## config.mk

```make
export PLATFORM = sky130hd
export DESIGN_NAME = mem_port_arbiter
export DESIGN_NICKNAME = d
export VERILOG_FILES = /design/src/rtl/mem_port_arbiter.sv
export SDC_FILE = /design/constraint.sdc
export NUM_CORES = 1
export LEC_CHECK = 0
export ABC_AREA = 1
export BUFFER_PORTS_ARGS = -buffer_cell sky130_fd_sc_hd__buf_2
export CAP_MARGIN = 0
export CELL_PAD_IN_SITES_DETAIL_PLACEMENT = 0
export CELL_PAD_IN_SITES_GLOBAL_PLACEMENT = 2
export CORE_UTILIZATION = 23
export DETAILED_ROUTE_END_ITERATION = 12
export GPL_ROUTABILITY_DRIVEN = 1
export HOLD_SLACK_MARGIN = 0.06
export PLACE_DENSITY = 0.87
export SETUP_SLACK_MARGIN = 0.5
export SLEW_MARGIN = 15
export SYNTH_ARGS = -nofsm -noshare
export SYNTH_HDL_FRONTEND = slang
export SYNTH_SLANG_ARGS = --single-unit
```

## constraint.sdc

```tcl
create_clock -name clk_i -period 4.1 [get_ports clk_i]
set_input_delay 0.41 -clock clk_i [delete_from_list [all_inputs] [get_ports clk_i]]
set_output_delay 0.41 -clock clk_i [all_outputs]
set_load 0.01 [all_outputs]
```

## src/rtl/mem_port_arbiter.sv

```systemverilog
// mem_port_arbiter: shares one multi-cycle memory port between the
// instruction-fetch requester (read-only) and the data requester (read/write).
// Data always wins over fetch. Each completion returns a one-cycle ack pulse
// with registered read data; stall_o is high while any requester waits.
//
// Ports:
//   clk_i, rst_i            clock, asynchronous active-high reset
//   start_i                 run enable, low blocks new grants
//   if_req_i/if_addr_i      fetch request and address
//   if_ack_o/if_rdata_o     fetch completion pulse and instruction
//   dm_req_i/dm_we_i/dm_addr_i/dm_wdata_i  data request
//   dm_ack_o/dm_rdata_o     data completion pulse and load data
//   mem_req_o/mem_we_o/mem_addr_o/mem_wdata_o  memory-side request
//   mem_ack_i/mem_rdata_i   memory completion and read data
//   stall_o                 combinational pipeline stall
//   err_o                   timeout error pulse
//
// Optional feature: define ARB_TIMEOUT_EN to abort a BUSY transaction after
// TIMEOUT cycles without mem_ack_i (ack pulses with zero data, err_o pulses).
// Without it BUSY waits indefinitely and err_o is tied low.
module mem_port_arbiter #(
  parameter int unsigned ADDR_W  = 32,
  parameter int unsigned DATA_W  = 32,
  parameter int unsigned TIMEOUT = 64
) (
  input  logic              clk_i,
  input  logic              rst_i,
  input  logic              start_i,
  input  logic              if_req_i,
  input  logic [ADDR_W-1:0] if_addr_i,
  output logic              if_ack_o,
  output logic [DATA_W-1:0] if_rdata_o,
  input  logic              dm_req_i,
  input  logic              dm_we_i,
  input  logic [ADDR_W-1:0] dm_addr_i,
  input  logic [DATA_W-1:0] dm_wdata_i,
  output logic              dm_ack_o,
  output logic [DATA_W-1:0] dm_rdata_o,
  output logic              mem_req_o,
  output logic              mem_we_o,
  output logic [ADDR_W-1:0] mem_addr_o,
  output logic [DATA_W-1:0] mem_wdata_o,
  input  logic              mem_ack_i,
  input  logic [DATA_W-1:0] mem_rdata_i,
  output logic              stall_o,
  output logic              err_o
);

  typedef enum logic [1:0] {
    IDLE    = 2'd0,
    IF_BUSY = 2'd1,
    DM_BUSY = 2'd2,
    RESP    = 2'd3
  } state_t;

  state_t            state_q, state_d;
  logic              mem_req_d, mem_we_d, if_ack_d, dm_ack_d;
  logic [ADDR_W-1:0] mem_addr_d;
  logic [DATA_W-1:0] mem_wdata_d, if_rdata_d, dm_rdata_d;

`ifdef ARB_TIMEOUT_EN
  localparam int unsigned CNT_W = ($clog2(TIMEOUT + 1) > 8) ? $clog2(TIMEOUT + 1) : 8;
  logic [CNT_W-1:0] cnt_q, cnt_d;
  logic             err_d;
`else
  // TIMEOUT only matters with the timeout feature; keep it referenced.
  logic unused_timeout;
  assign unused_timeout = ^32'(TIMEOUT);
`endif

  // Stall while a request is outstanding and not being acknowledged this cycle.
  assign stall_o = (if_req_i & ~if_ack_o) | (dm_req_i & ~dm_ack_o);

  // Next-state and next-output logic.
  always_comb begin
    state_d     = state_q;
    mem_req_d   = mem_req_o;
    mem_we_d    = mem_we_o;
    mem_addr_d  = mem_addr_o;
    mem_wdata_d = mem_wdata_o;
    if_ack_d    = 1'b0;
    dm_ack_d    = 1'b0;
    if_rdata_d  = if_rdata_o;
    dm_rdata_d  = dm_rdata_o;
`ifdef ARB_TIMEOUT_EN
    cnt_d       = cnt_q;
    err_d       = 1'b0;
`endif
    case (state_q)
      IDLE: begin
        if (start_i && dm_req_i) begin
          mem_req_d   = 1'b1;
          mem_we_d    = dm_we_i;
          mem_addr_d  = dm_addr_i;
          mem_wdata_d = dm_wdata_i;
          state_d     = DM_BUSY;
`ifdef ARB_TIMEOUT_EN
          cnt_d       = '0;
`endif
        end else if (start_i && if_req_i) begin
          mem_req_d   = 1'b1;
          mem_we_d    = 1'b0;
          mem_addr_d  = if_addr_i;
          mem_wdata_d = '0;
          state_d     = IF_BUSY;
`ifdef ARB_TIMEOUT_EN
          cnt_d       = '0;
`endif
        end
      end
      IF_BUSY, DM_BUSY: begin
        // A memory ack in the expiry cycle completes normally.
        if (mem_ack_i) begin
          mem_req_d = 1'b0;
          mem_we_d  = 1'b0;
          state_d   = RESP;
          if (state_q == IF_BUSY) begin
            if_ack_d   = 1'b1;
            if_rdata_d = mem_rdata_i;
          end else begin
            dm_ack_d = 1'b1;
            if (!mem_we_o) dm_rdata_d = mem_rdata_i;
          end
        end
`ifdef ARB_TIMEOUT_EN
        else if (cnt_q == CNT_W'(TIMEOUT - 1)) begin
          mem_req_d = 1'b0;
          mem_we_d  = 1'b0;
          err_d     = 1'b1;
          state_d   = RESP;
          if (state_q == IF_BUSY) begin
            if_ack_d   = 1'b1;
            if_rdata_d = '0;
          end else begin
            dm_ack_d   = 1'b1;
            dm_rdata_d = '0;
          end
        end else begin
          cnt_d = cnt_q + CNT_W'(1);
        end
`endif
      end
      RESP:    state_d = IDLE;
      default: state_d = IDLE;
    endcase
  end

  // State and registered outputs.
  always_ff @(posedge clk_i or posedge rst_i) begin
    if (rst_i) begin
      state_q     <= IDLE;
      mem_req_o   <= 1'b0;
      mem_we_o    <= 1'b0;
      mem_addr_o  <= '0;
      mem_wdata_o <= '0;
      if_ack_o    <= 1'b0;
      dm_ack_o    <= 1'b0;
      if_rdata_o  <= '0;
      dm_rdata_o  <= '0;
    end else begin
      state_q     <= state_d;
      mem_req_o   <= mem_req_d;
      mem_we_o    <= mem_we_d;
      mem_addr_o  <= mem_addr_d;
      mem_wdata_o <= mem_wdata_d;
      if_ack_o    <= if_ack_d;
      dm_ack_o    <= dm_ack_d;
      if_rdata_o  <= if_rdata_d;
      dm_rdata_o  <= dm_rdata_d;
    end
  end

`ifdef ARB_TIMEOUT_EN
  // Wait-cycle counter and error pulse.
  always_ff @(posedge clk_i or posedge rst_i) begin
    if (rst_i) begin
      cnt_q <= '0;
      err_o <= 1'b0;
    end else begin
      cnt_q <= cnt_d;
      err_o <= err_d;
    end
  end
`else
  assign err_o = 1'b0;
`endif

endmodule

```

### Yosys cells after proc, flatten, opt, wreduce, memory -nomap -nowiden

Cells that the tools add are included.

* mux-type cells: 21
* shift-type cells: 0
* reductions and logical operators: 11
* divide/modulo/power cells: 0
* multiply operators: 0
* eq/ne operators: 5
* bitwise operators: 7
* order comparisons: 0
* add/subtract/negate cells: 0

Operators with widths (count)
* two-way mux 32 bit: 4
* two-way mux 1 bit: 11
* two-way mux 2 bit: 3
* one-hot mux 2 bit (3 select lines): 1
* AND reduction 3 bit: 2
* == test 2 bit (second input constant): 2
* inverter 1 bit: 4
* one-hot mux 1 bit (2 select lines): 2
* AND reduction 2 bit: 2
* AND reduction 4 bit: 1
* nonzero test 2 bit: 2
* inequality test 3 bit (second input constant): 1
* bitwise AND 1 bit: 2
* == test 2 x 1 -> 1 bit (second input constant): 1
* logical AND 1 bit: 2
* zero test 2 bit: 1
* inequality test 2 bit (second input constant): 1
* OR reduction 2 bit: 1
* bitwise OR 1 bit: 1

* bits in writable memories: 0
* bits in registers: 134
* ROM bits: 0
* latch bits: 0
* input bits: 135
* logic and storage cells: 53
* memories kept: 0

### Longest topological paths before layout

* word-level depth: 4
* gate-level depth with buffers: 8

### Worst setup path before layout

Ideal clock, no wire load.

* path type: input to output
* start point: input port dm_req_i
* end point: output port stall_o
* stages on the path: 4
* arrival: 1.095 ns
* slack: 2.595 ns
* cells stage by stage: buf_4 clkbuf_1 inv_1 o22ai_1

* cells in the longest elaborated chain, start to end: 2

Ends and longest elaborated chain
* from (decl): line 33 `input logic dm_req_i,`
* bitwise AND 1 bit: line 72 `assign stall_o = (if_req_i & ~if_ack_o) | (dm_req_i & ~dm_ack_o);`
* bitwise OR 1 bit: line 72
* to (decl): line 45 `output logic stall_o,`

No other way between the ends.

### Final worst setup path

* start point: input port start_i
* end point: register mem_wdata_o[13]

* cells in the longest elaborated chain, start to end: 3
* elaborated cells between the ends (all ways): 5
* those cells by class: 1 x mux; 4 x reduce/logical

Ends and longest elaborated chain
* from (decl): line 28 `input logic start_i,`
* logical AND 1 bit (on tied branches): line 91, 100
* nonzero test 2 bit (no line)
* AND reduction 2 bit (no line)
* to (signal assigned): line 165 `mem_wdata_o <= mem_wdata_d;`
* to (decl): line 42 `output logic [DATA_W-1:0] mem_wdata_o,`

Several ways; a longest one is shown, not always the timed one.
A chain may end at the register's enable or synchronous reset.

==> out/metrics.cfg <==
[run_status]
status=completed

[synth]
synth_compound_area_frac=0.119
ys_top_cells_by_area=dfrtp_1 (59%), nand2_1 (14%), o21ai_0 (8.5%), inv_1 (6.9%), nand3_1 (3.3%)
yosys.area_share.simple=0.177
synth.most_common_cell=nand2_1
synth_fa_ha_area_frac=0.00881
ys.flop_type=dfrtp_1
ys_ff_latch=134
synth_seq_area_share=0.590
synth_top_family_by_area=simple AND/OR/NAND/NOR gates
synthTopCellsByCount=nand2_1 (207), dfrtp_1 (134), inv_1 (105)
yosysTopAreaCellShare=0.590
async_flop_share=1.00
syn_area_um2=5680
ys_types=20
synth_xor_xnor_area_share=0
synth-edff-count=0
netlist_instances=666
yosys_warnings=0
yosysTopAreaCell=dfrtp_1
avgSynthCellArea_um2=8.53
syn-num-nets=805
synth_mux_area_frac=0

[die]
io_pins=269
dieHeight_um=159
initial_utilization=0.234
die_area_um2=25300
core-area_um2=24200
dieWidth_um=159
fp-row-count=57

[timing]
setup_tns_ps=0
finClkSkew_ps=9.50
min_period_ps=2060
max_slew_margin=0.516
hold_viol=0
setup_viol=0
tightest_slew_ps=726
rsz0062_at_grt=no
slew_violations=0
finalCritPeriodShare=0.503
fmax_ghz=0.485

[global_route]
grt_pass1_wl_um=26400
grt_pass1_vias=5043
grt_util_all_layers=0.131
grt_max_degree=135
overflow=0
grt_antenna_before_repair=2

[cells_and_area]
final_nets=1059
stdcell_count=1257
diodes=0
drive_above_1_share=0.332
area_growth_pct=39.3

[drt]
vias=5027
dr.pass1.iters=4
drc=0
drt_iter0_drc=285
drtAntennaViolNets=0
viasPerCell=4.00
wirelength_um=16200
wl_per_cell_um=12.9

[clock_network]
cts-htree-levels=4
postCtsSetupRepairBufs=0
ctsRootBufferMaster=clkbuf_16
cts_sinks=134
clk_pin_slew_worst_paths_ps=60
numCtsBuffers=17
ctsResizeCount=0
cts.path.max_buffers=2
cts_tree=built
cts_hold_buf=0
worstSkewPairLatency_ps=410

[critical_path]
timing.critical_path.buf_inv=3
path_cells=buf_2 -> buf_4 -> nand2_4 -> a21oi_4 -> buf_12 -> o21ai_0
cp.required_ps=4380
cpMaxStageDelayCell=a21oi_4
cpPeakStageDelay_ps=580
endpoint_kind=flop
cp_max_fo=74
cp.arrival_ps=2340
start_kind=primary input
crit_family=buffers and inverters
path_class=in -> reg

[pwr]
clock_power_share=0.264
swShare=0.373
seqPwrFrac=0.381
pwr-share-comb=0.355
powerDensity_nw_per_um2=753
fin_total_pwr_w=0.00596
p_int_w=0.00374
switchingPower_w=0.00222
p_leak_nw=4.38
ir_drop_uv=291

[placed_design]
dp.cells=1225
hpwl_um=11100
io_buffer_count=267
place.gp.congestion=0.769

[worst_hold_path]
hp-class=in -> reg

[job]
maxCapViolCount=0

-- cell families after synthesis --
group / Yosys count
AOI/OAI and AO/OA: 132
adders and majority gates: 4
buffers and inverters: 143
DFF: 134
other: 1
and+or+nand+nor: 252
-- cell usage in the layout, fill, tap and decap left out, types with 3 or more instances in the layout --
master / netlist / layout
nand3_1: 38 / 37
o21ai_0: 96 / 96
o21ai_1: 34 / 34
ha_1: 4 / 4
clkbuf_16: 0 / 17
dfrtp_1: 134 / 134
bufinv_16: 0 / 3
inv_6: 0 / 5
buf_2: 11 / 267
buf_4: 3 / 4
nand2_1: 207 / 206
inv_1: 105 / 104
-- final timing paths --
| kind | start | endpoint | slack, ps | cells after the start |
|---|---|---|---|---|
| worst min-delay path | dm_wdata_i[9] | mem_wdata_o[9] | 210 | 3 |
| min in group asynchronous | rst_i | mem_wdata_o[23] | 230 | 3 |
| max in group asynchronous | rst_i | dm_rdata_o[31] | 3350 | 3 |
| worst max-delay path | start_i | mem_wdata_o[13] | 2040 | 6 |
| worst min register to register | mem_req_o | mem_req_o | 480 | 2 |
| worst max register to register | state_q[0] | mem_wdata_o[13] | 2150 | 6 |
-- sequential cells by signal, indices dropped and copies added, names as in the netlist --
name and cells:
dm_ack_o 1, dm_rdata_o 32, if_ack_o 1, if_rdata_o 32, mem_addr_o 32, mem_req_o 1
mem_wdata_o 32, mem_we_o 1, state_q 2
-- stage by stage --
step,util,instance area [µm²],setup WS (ps),hold slack (ps)
floorplan,-,5680,2020,449
finish,0.326,7910,2040,208
CTS,0.326,7910,2060,184
detailed placement,0.301,7310,1620,464
global placement,0.301,7310,1650,454
global route,0.326,7910,1860,191
-- layer usage --
layer / GRT usage / share of wire
met1: 0.155 / 0.42
met2: 0.220 / 0.48
met3: 0.0550 / 0.085
met4: 0.0310 / 0.011
met5: 0 / 0.0017
-- final cells by class --
class / instances / area [µm²]
flip-flops and latches: 134 / 3350
well taps: 324 / 405
multi-input cells: 389 / 1750
clock buffers: 19 / 433
fillers: 2648 / 16300
repair buffers: 273 / 1410
inverters: 105 / 398
clock inverters: 13 / 169
-- worst register-to-register path, cell delays in order (launching register included) --
cell     delay, ps
dfrtp_1        410
inv_1           90
ha_1           190
inv_1          120
a21oi_4        470
buf_12         330
o21ai_0        210
-- power groups by stage --
stage          logic [W]  registers, W  clock network [W]
2_1_floorplan   0.000906       0.00256                  0
3_3_place_gp     0.00215       0.00228                  0
3_5_place_dp     0.00217       0.00228                  0
4_1_cts          0.00217       0.00228            0.00164
5_1_grt          0.00242       0.00235            0.00169
6_report         0.00212       0.00227            0.00158
Power figures use the tool's default switching activity.
